==> src/rtl/spi_ram_arbiter_pkg.sv <==
// spi_ram_pkg: shared constants and types for the SPI/host RAM arbiter.
// Command opcodes carried in rx_data[9:8], FSM state encoding and the
// SPI payload width.
package spi_ram_pkg;

    localparam int PAYLOAD_W = 8;

    localparam logic [1:0] CMD_WR_ADDR = 2'b00;
    localparam logic [1:0] CMD_WR_DATA = 2'b01;
    localparam logic [1:0] CMD_RD_ADDR = 2'b10;
    localparam logic [1:0] CMD_RD_DATA = 2'b11;

    // Grant vector bit positions
    localparam int GNT_SPI  = 0;
    localparam int GNT_HOST = 1;

    typedef enum logic [1:0] {
        IDLE    = 2'd0,
        ACCESS  = 2'd1,
        RD_CAPT = 2'd2
    } state_t;

endpackage

==> src/rtl/spi_ram_arbiter_rr_arbiter_2.sv <==
// rr_arbiter_2: two-requester arbiter, bit 0 = SPI, bit 1 = host.
// Round-robin with a registered "host goes first on a tie" pointer that
// starts out favouring SPI. With SPI_PRIORITY_EN defined, SPI always wins
// a tie and no pointer exists.
// Grant is combinational and one-hot; the pointer advances only when
// 'advance' is high and something is granted.
module rr_arbiter_2 (
    input  logic       clk,
    input  logic       rst_n,
    input  logic [1:0] req,
    input  logic       advance,
    output logic [1:0] gnt
);

`ifdef SPI_PRIORITY_EN

    // Fixed priority: SPI first, host only when SPI is not asking
    always_comb begin
        gnt = 2'b00;
        if (req[0]) begin
            gnt = 2'b01;
        end else if (req[1]) begin
            gnt = 2'b10;
        end
    end

`else

    logic host_first_q;

    // Round-robin pick: on a tie the side not granted last wins
    always_comb begin
        gnt = 2'b00;
        if (req == 2'b11) begin
            gnt = host_first_q ? 2'b10 : 2'b01;
        end else begin
            gnt = req;
        end
    end

    // Pointer update: after an SPI grant the host gets the next tie
    always_ff @(posedge clk or negedge rst_n) begin
        if (!rst_n) begin
            host_first_q <= 1'b0;
        end else if (advance && (gnt != 2'b00)) begin
            host_first_q <= gnt[0];
        end
    end

`endif

endmodule

==> src/rtl/spi_ram_arbiter.sv <==
// spi_ram_arbiter: decodes the SPI slave command stream into RAM accesses
// and shares a single-port RAM with a local host port. One access at a
// time; read data returns to whichever side owned the access.
// Optional build macro: SPI_PRIORITY_EN (SPI always wins ties).
//
// Handshakes: a SPI command is taken on the rising edge of rx_valid.
// The host holds host_req (with stable host_we/host_addr/host_wdata) until
// it sees the one-cycle host_gnt pulse; read data arrives with the
// one-cycle host_rvalid pulse the cycle after host_gnt. tx_valid is a
// level that stays high until the next SPI command is captured.
module spi_ram_arbiter
    import spi_ram_pkg::*;
#(
    parameter int ADDR_WIDTH = 8,
    parameter int DATA_WIDTH = 8
) (
    input  logic                  clk,
    input  logic                  rst_n,
    input  logic [9:0]            rx_data,
    input  logic                  rx_valid,
    output logic [7:0]            tx_data,
    output logic                  tx_valid,
    input  logic                  host_req,
    input  logic                  host_we,
    input  logic [ADDR_WIDTH-1:0] host_addr,
    input  logic [DATA_WIDTH-1:0] host_wdata,
    output logic                  host_gnt,
    output logic                  host_rvalid,
    output logic [DATA_WIDTH-1:0] host_rdata,
    output logic [ADDR_WIDTH-1:0] ram_addr,
    output logic [DATA_WIDTH-1:0] ram_din,
    output logic                  ram_we,
    output logic                  ram_re,
    input  logic [DATA_WIDTH-1:0] ram_dout,
    output logic                  spi_ovf,
    output logic                  busy,
    output state_t                state_dbg
);

    state_t state_q, state_d;

    // SPI command capture
    logic                  rx_valid_q;
    logic                  cap;
    logic [1:0]            cmd_op;
    logic [PAYLOAD_W-1:0]  payload;

    // SPI register file and pending request
    logic [ADDR_WIDTH-1:0] wr_addr_q, rd_addr_q;
    logic                  spi_pend_q, spi_we_q, spi_ovf_q;
    logic [ADDR_WIDTH-1:0] spi_addr_q;
    logic [DATA_WIDTH-1:0] spi_data_q;

    // Access in flight (latched at grant)
    logic                  acc_host_q, acc_we_q;
    logic [ADDR_WIDTH-1:0] acc_addr_q;
    logic [DATA_WIDTH-1:0] acc_data_q;

    // Read-back registers
    logic [7:0]            tx_data_q;
    logic                  tx_valid_q;
    logic [DATA_WIDTH-1:0] host_rdata_q;

    logic [1:0]            arb_req, arb_gnt;
    logic                  in_idle;

    assign cap     = rx_valid & ~rx_valid_q;
    assign cmd_op  = rx_data[9:8];
    assign payload = rx_data[PAYLOAD_W-1:0];
    assign in_idle = (state_q == IDLE);
    assign arb_req = in_idle ? {host_req, spi_pend_q} : 2'b00;

    rr_arbiter_2 u_arb (
        .clk     (clk),
        .rst_n   (rst_n),
        .req     (arb_req),
        .advance (in_idle),
        .gnt     (arb_gnt)
    );

    // State register
    always_ff @(posedge clk or negedge rst_n) begin
        if (!rst_n) begin
            state_q <= IDLE;
        end else begin
            state_q <= state_d;
        end
    end

    // Next-state and strobe decode
    always_comb begin
        state_d     = state_q;
        ram_we      = 1'b0;
        ram_re      = 1'b0;
        host_gnt    = 1'b0;
        host_rvalid = 1'b0;
        case (state_q)
            IDLE: begin
                if (arb_gnt != 2'b00) begin
                    state_d = ACCESS;
                end
            end
            ACCESS: begin
                ram_we   = acc_we_q;
                ram_re   = ~acc_we_q;
                host_gnt = acc_host_q;
                state_d  = acc_we_q ? IDLE : RD_CAPT;
            end
            RD_CAPT: begin
                host_rvalid = acc_host_q;
                state_d     = IDLE;
            end
            default: begin
                state_d = IDLE;
            end
        endcase
    end

    // Latch the winner's access; ram_din keeps the last write data
    always_ff @(posedge clk or negedge rst_n) begin
        if (!rst_n) begin
            acc_host_q <= 1'b0;
            acc_we_q   <= 1'b0;
            acc_addr_q <= '0;
            acc_data_q <= '0;
        end else if (in_idle && (arb_gnt != 2'b00)) begin
            acc_host_q <= arb_gnt[GNT_HOST];
            if (arb_gnt[GNT_HOST]) begin
                acc_we_q   <= host_we;
                acc_addr_q <= host_addr;
                if (host_we) acc_data_q <= host_wdata;
            end else begin
                acc_we_q   <= spi_we_q;
                acc_addr_q <= spi_addr_q;
                if (spi_we_q) acc_data_q <= spi_data_q;
            end
        end
    end

    // SPI command decode, pending request and sticky overflow
    always_ff @(posedge clk or negedge rst_n) begin
        if (!rst_n) begin
            rx_valid_q <= 1'b0;
            wr_addr_q  <= '0;
            rd_addr_q  <= '0;
            spi_pend_q <= 1'b0;
            spi_we_q   <= 1'b0;
            spi_addr_q <= '0;
            spi_data_q <= '0;
            spi_ovf_q  <= 1'b0;
        end else begin
            rx_valid_q <= rx_valid;
            if ((state_q == ACCESS) && !acc_host_q) begin
                spi_pend_q <= 1'b0;
            end
            if (cap) begin
                case (cmd_op)
                    CMD_WR_ADDR: wr_addr_q <= payload;
                    CMD_RD_ADDR: rd_addr_q <= payload;
                    default: begin
                        // A data command while one is still queued is lost
                        if (spi_pend_q) begin
                            spi_ovf_q <= 1'b1;
                        end else begin
                            spi_pend_q <= 1'b1;
                            spi_we_q   <= (cmd_op == CMD_WR_DATA);
                            spi_addr_q <= (cmd_op == CMD_WR_DATA) ? wr_addr_q : rd_addr_q;
                            if (cmd_op == CMD_WR_DATA) spi_data_q <= payload;
                        end
                    end
                endcase
            end
        end
    end

    // Read data return: SPI gets a held level, host a latched copy
    always_ff @(posedge clk or negedge rst_n) begin
        if (!rst_n) begin
            tx_data_q    <= '0;
            tx_valid_q   <= 1'b0;
            host_rdata_q <= '0;
        end else begin
            if (cap) begin
                tx_valid_q <= 1'b0;
            end
            if (state_q == RD_CAPT) begin
                if (acc_host_q) begin
                    host_rdata_q <= ram_dout;
                end else begin
                    tx_data_q  <= ram_dout;
                    tx_valid_q <= 1'b1;
                end
            end
        end
    end

    assign tx_data    = tx_data_q;
    assign tx_valid   = tx_valid_q;
    assign host_rdata = host_rvalid ? ram_dout : host_rdata_q;
    assign ram_addr   = acc_addr_q;
    assign ram_din    = acc_data_q;
    assign spi_ovf    = spi_ovf_q;
    assign busy       = ~in_idle;
    assign state_dbg  = state_q;

endmodule
==> config.mk <==
export PLATFORM = sky130hd
export DESIGN_NAME = spi_ram_arbiter
export DESIGN_NICKNAME = d
export VERILOG_FILES = /design/src/rtl/spi_ram_arbiter_pkg.sv /design/src/rtl/spi_ram_arbiter_rr_arbiter_2.sv /design/src/rtl/spi_ram_arbiter.sv
export SDC_FILE = /design/constraint.sdc
export NUM_CORES = 1
export LEC_CHECK = 0
export CORE_UTILIZATION = 48
export DETAILED_ROUTE_END_ITERATION = 12
export GPL_TIMING_DRIVEN = 0
export PLACE_DENSITY_LB_ADDON = 0.05
export SETUP_SLACK_MARGIN = 0.2
export SLEW_MARGIN = 30
export SYNTH_ARGS = -nofsm -noshare
export SYNTH_HDL_FRONTEND = slang
export SYNTH_SLANG_ARGS = --single-unit
==> constraint.sdc <==
create_clock -name clk -period 2.3 [get_ports clk]
set_input_delay 0.575 -clock clk [delete_from_list [all_inputs] [get_ports clk]]
set_output_delay 0.575 -clock clk [all_outputs]
set_load 0.01 [all_outputs]
==> results.py <==
metrics = {
    "outcome": {
        "status": "finished, final reports clean",
    },
    "global_routing": {
        "grtUsageTotal_pct": 23.17,
        "grt.overflow.total": 0,
        "grt_pass1_wl_mm": 11.35,
        "antenna_found_initial": 0,
        "grt_max_degree": 47,
        "grt_pass1_vias": 2347,
    },
    "detailed_routing": {
        "vias_per_cell": 5.302,
        "drt-initial-drc-count": 119,
        "wire_per_inst_um": 16.52,
        "ant_nets": 0,
        "dr_total_vias": 2423,
        "drc": 0,
        "drt-pass1-iter-count": 4,
        "totalWireLength_mm": 7.551,
    },
    "yosys": {
        "synth_cell_types": 35,
        "synth_fp_nets": 299,
        "ys.warnings.count": 0,
        "async_reset_ff_share_pct": 100.0,
        "syn-cell-area_um2": 3109,
        "netlist_instances": 260,
        "synth-main-ff-cell": "dfrtp_1",
        "avgSynthCellArea_um2": 11.96,
        "ys_seq_elements": 74,
        "synth_edf_count": 0,
        "synth-seq-area-share_pct": 59.56,
    },
    "clock_network": {
        "root_buffer": "clkbuf_8",
        "cts.clk_slew.worst_paths_ps": 80,
        "cts_made_buffers": 9,
        "cts_tree": "yes",
        "ctsHoldBuffers": 0,
        "clkLatencyLatePin_ps": 340,
        "cts_buffer_depth": 2,
        "cts.sinks": 74,
        "h-tree-depth": 3,
    },
    "placed_design": {
        "dpl.cell_count": 414,
        "hpwl_mm": 4.785,
        "numPortBuffers": 78,
        "finalWeightedCongestion": 0.7250,
        "place_area_um2": 4001,
    },
    "setup_path": {
        "critPathArrivalTime_ps": 1670,
        "crit_path_start_kind": "register",
        "cp_max_fo": 5,
        "crit_path_end_kind": "output pin",
        "reg2reg_slack_ps": 460,
        "required_ps": 1730,
        "cpPeakStageDelay_ps": 430,
        "path_common_cell": "buf_6",
        "r2r-end": "ram_din[2]",
        "path_class": "reg2out",
        "crit_slowest_cell": "dfrtp_2",
        "r2r_start": "state_dbg[1]",
        "r2r_cells": 8,
        "cp_cell_sequence": "nand3b_1 -> buf_6 -> buf_6 -> buf_6 -> nand2_2 -> nand2_2 -> buf_6",
    },
    "sta": {
        "hold_slack_ps": 242.1,
        "max_freq_mhz": 445.3,
        "period_share_pct": 97.65,
        "drv_slew": 0,
        "maxSlewHeadroom_pct": 50.03,
        "hold_viol": 0,
        "setup_violations": 0,
        "worstMarginPinSlew_ps": 746.3,
        "skew_ps": 10.21,
        "rsz0062_at_grt": "yes",
        "period_minus_slack_ps": 2246,
    },
    "finish": {
        "final_common_cell": "dfrtp_1",
        "final_area_um2": 4577,
        "area_growth_pct": 47.20,
        "layout-drive-gt1-share_pct": 29.84,
        "fin_cells": 457,
        "final_cell_mix": "72 x dfrtp_1, 64 x clkdlybuf4s50_1, 26 x a21oi_1",
        "fin_nets": 416,
        "diodes": 0,
    },
    "power": {
        "swShare_pct": 32.61,
        "p_int_mw": 4.149,
        "netSwitchingPower_mw": 2.007,
        "p_leak_nw": 2.106,
        "peakVddDrop_mv": 0.8363,
        "powerDensity_nw_per_um2": 1345,
        "clockPowerShare_pct": 20.3,
        "p_comb_share_pct": 44.3,
        "total_power_mw": 6.156,
        "p_seq_share_pct": 35.4,
    },
    "min_path": {
        "hp-class": "in2async",
    },
    "die": {
        "core_um2": 6096,
        "dieArea_um2": 6804,
        "rows": 28,
        "ioPinCount": 80,
        "start_util_pct": 51.01,
        "die_w_um": 82.49,
        "dieHeight_um": 82.49,
    },
    "flow_run": {
        "drv_cap": 0,
    },
}
[power groups by stage]
stage	Clock [mW]	Combinational, mW	Sequential, mW
after floorplan	0	1.10	2.25
after global placement	0	2.24	2.17
after detailed placement	0	2.29	2.19
after CTS	1.27	2.57	2.17
after global routing	1.32	2.96	2.24
final	1.25	2.73	2.18
[sequential cells by signal, indices dropped and copies added, names as in the netlist, 2 cells and up]
name / cells
state_dbg: 2
spi_addr_q: 8
rd_addr_q: 8
ram_addr: 8
spi_data_q: 8
tx_data: 8
wr_addr_q: 8
host_rdata_q: 8
ram_din: 8
[area by class of cell]
cell class                 instances  area [µm²]
inverter                           6       27.53
sequential                        74        1854
clock buffer                      12       155.1
tap                               75       93.84
timing repair inverter             1       5.005
buffer                            12       76.32
fill                             421        1519
timing repair buffer             105        1042
clock inverter                     4       97.59
multi-input combinational        168        1225
[logic make-up after synthesis]
group           count (synthesis)  synth area share, %
mux                            40                14.17
flops                          74                59.56
simple gates                   77                13.00
buf+inv                        18                2.857
compound gates                 51                10.42
[synth_stat cells (all sizes together) (4+ instances only)]
cell type / number / area share, %
mux2i: 8 / 2.6
dfrtp: 74 / 60
a2bb2oi: 8 / 2.3
nand4b: 8 / 2.3
nand2: 34 / 4.1
nand2b: 5 / 1.2
mux2: 32 / 12
nor2: 21 / 2.6
clkbuf: 4 / 0.52
a21oi: 26 / 4.2
o31ai: 8 / 1.9
buf: 8 / 1.6
inv: 4 / 0.48
[routing by layer]
metal	vias up	global-route usage, %	wire length [µm]
met5	-	0	0
met4	0	10.88	107
met3	12	4.835	408
met2	79	37.27	3690
met1	1188	29.96	3344
li1	1144	-	-
[worst max-delay path by stage]
stage | slack, ps | cells after the start | end | from
after floorplan | 510 | 6 | spi_data_q[0] | rx_valid
after global placement | -1870 | 1 | rd_addr_q[7] | rst_n
after detailed placement | -190 | 7 | spi_data_q[5] | rx_valid
after CTS | 10 | 3 | host_gnt | state_dbg[1]
after global routing | 2 | 7 | host_rdata[2] | state_dbg[0]
final | 50 | 7 | host_rdata[2] | state_dbg[0]
[repair_timing]
item / CTS / global route
resized for setup: 73 / 13
setup endpoints to repair: 21 / 20
pin swaps: 10 / 5
setup buffers: 21 / 5
gates cloned: 1 / 0
[critical path: cells and delay by family, from the launching register on]
family | cells | cell delay (ps)
buffers and inverters | 4 | 520
and+or+nand+nor | 3 | 370
DFF | 1 | 430
[metrics by stage]
stage	setup TNS (ps)	utilization, %	setup slack (ps)
3_3_place_gp	-141660	65.35	-1873
4_1_cts	0	73.77	13.89
2_1_floorplan	0	-	507.6
3_5_place_dp	-3714	65.64	-190.1
5_1_grt	0	75.08	1.725
6_report	0	75.08	54.10
Power figures use the tool's default switching activity.
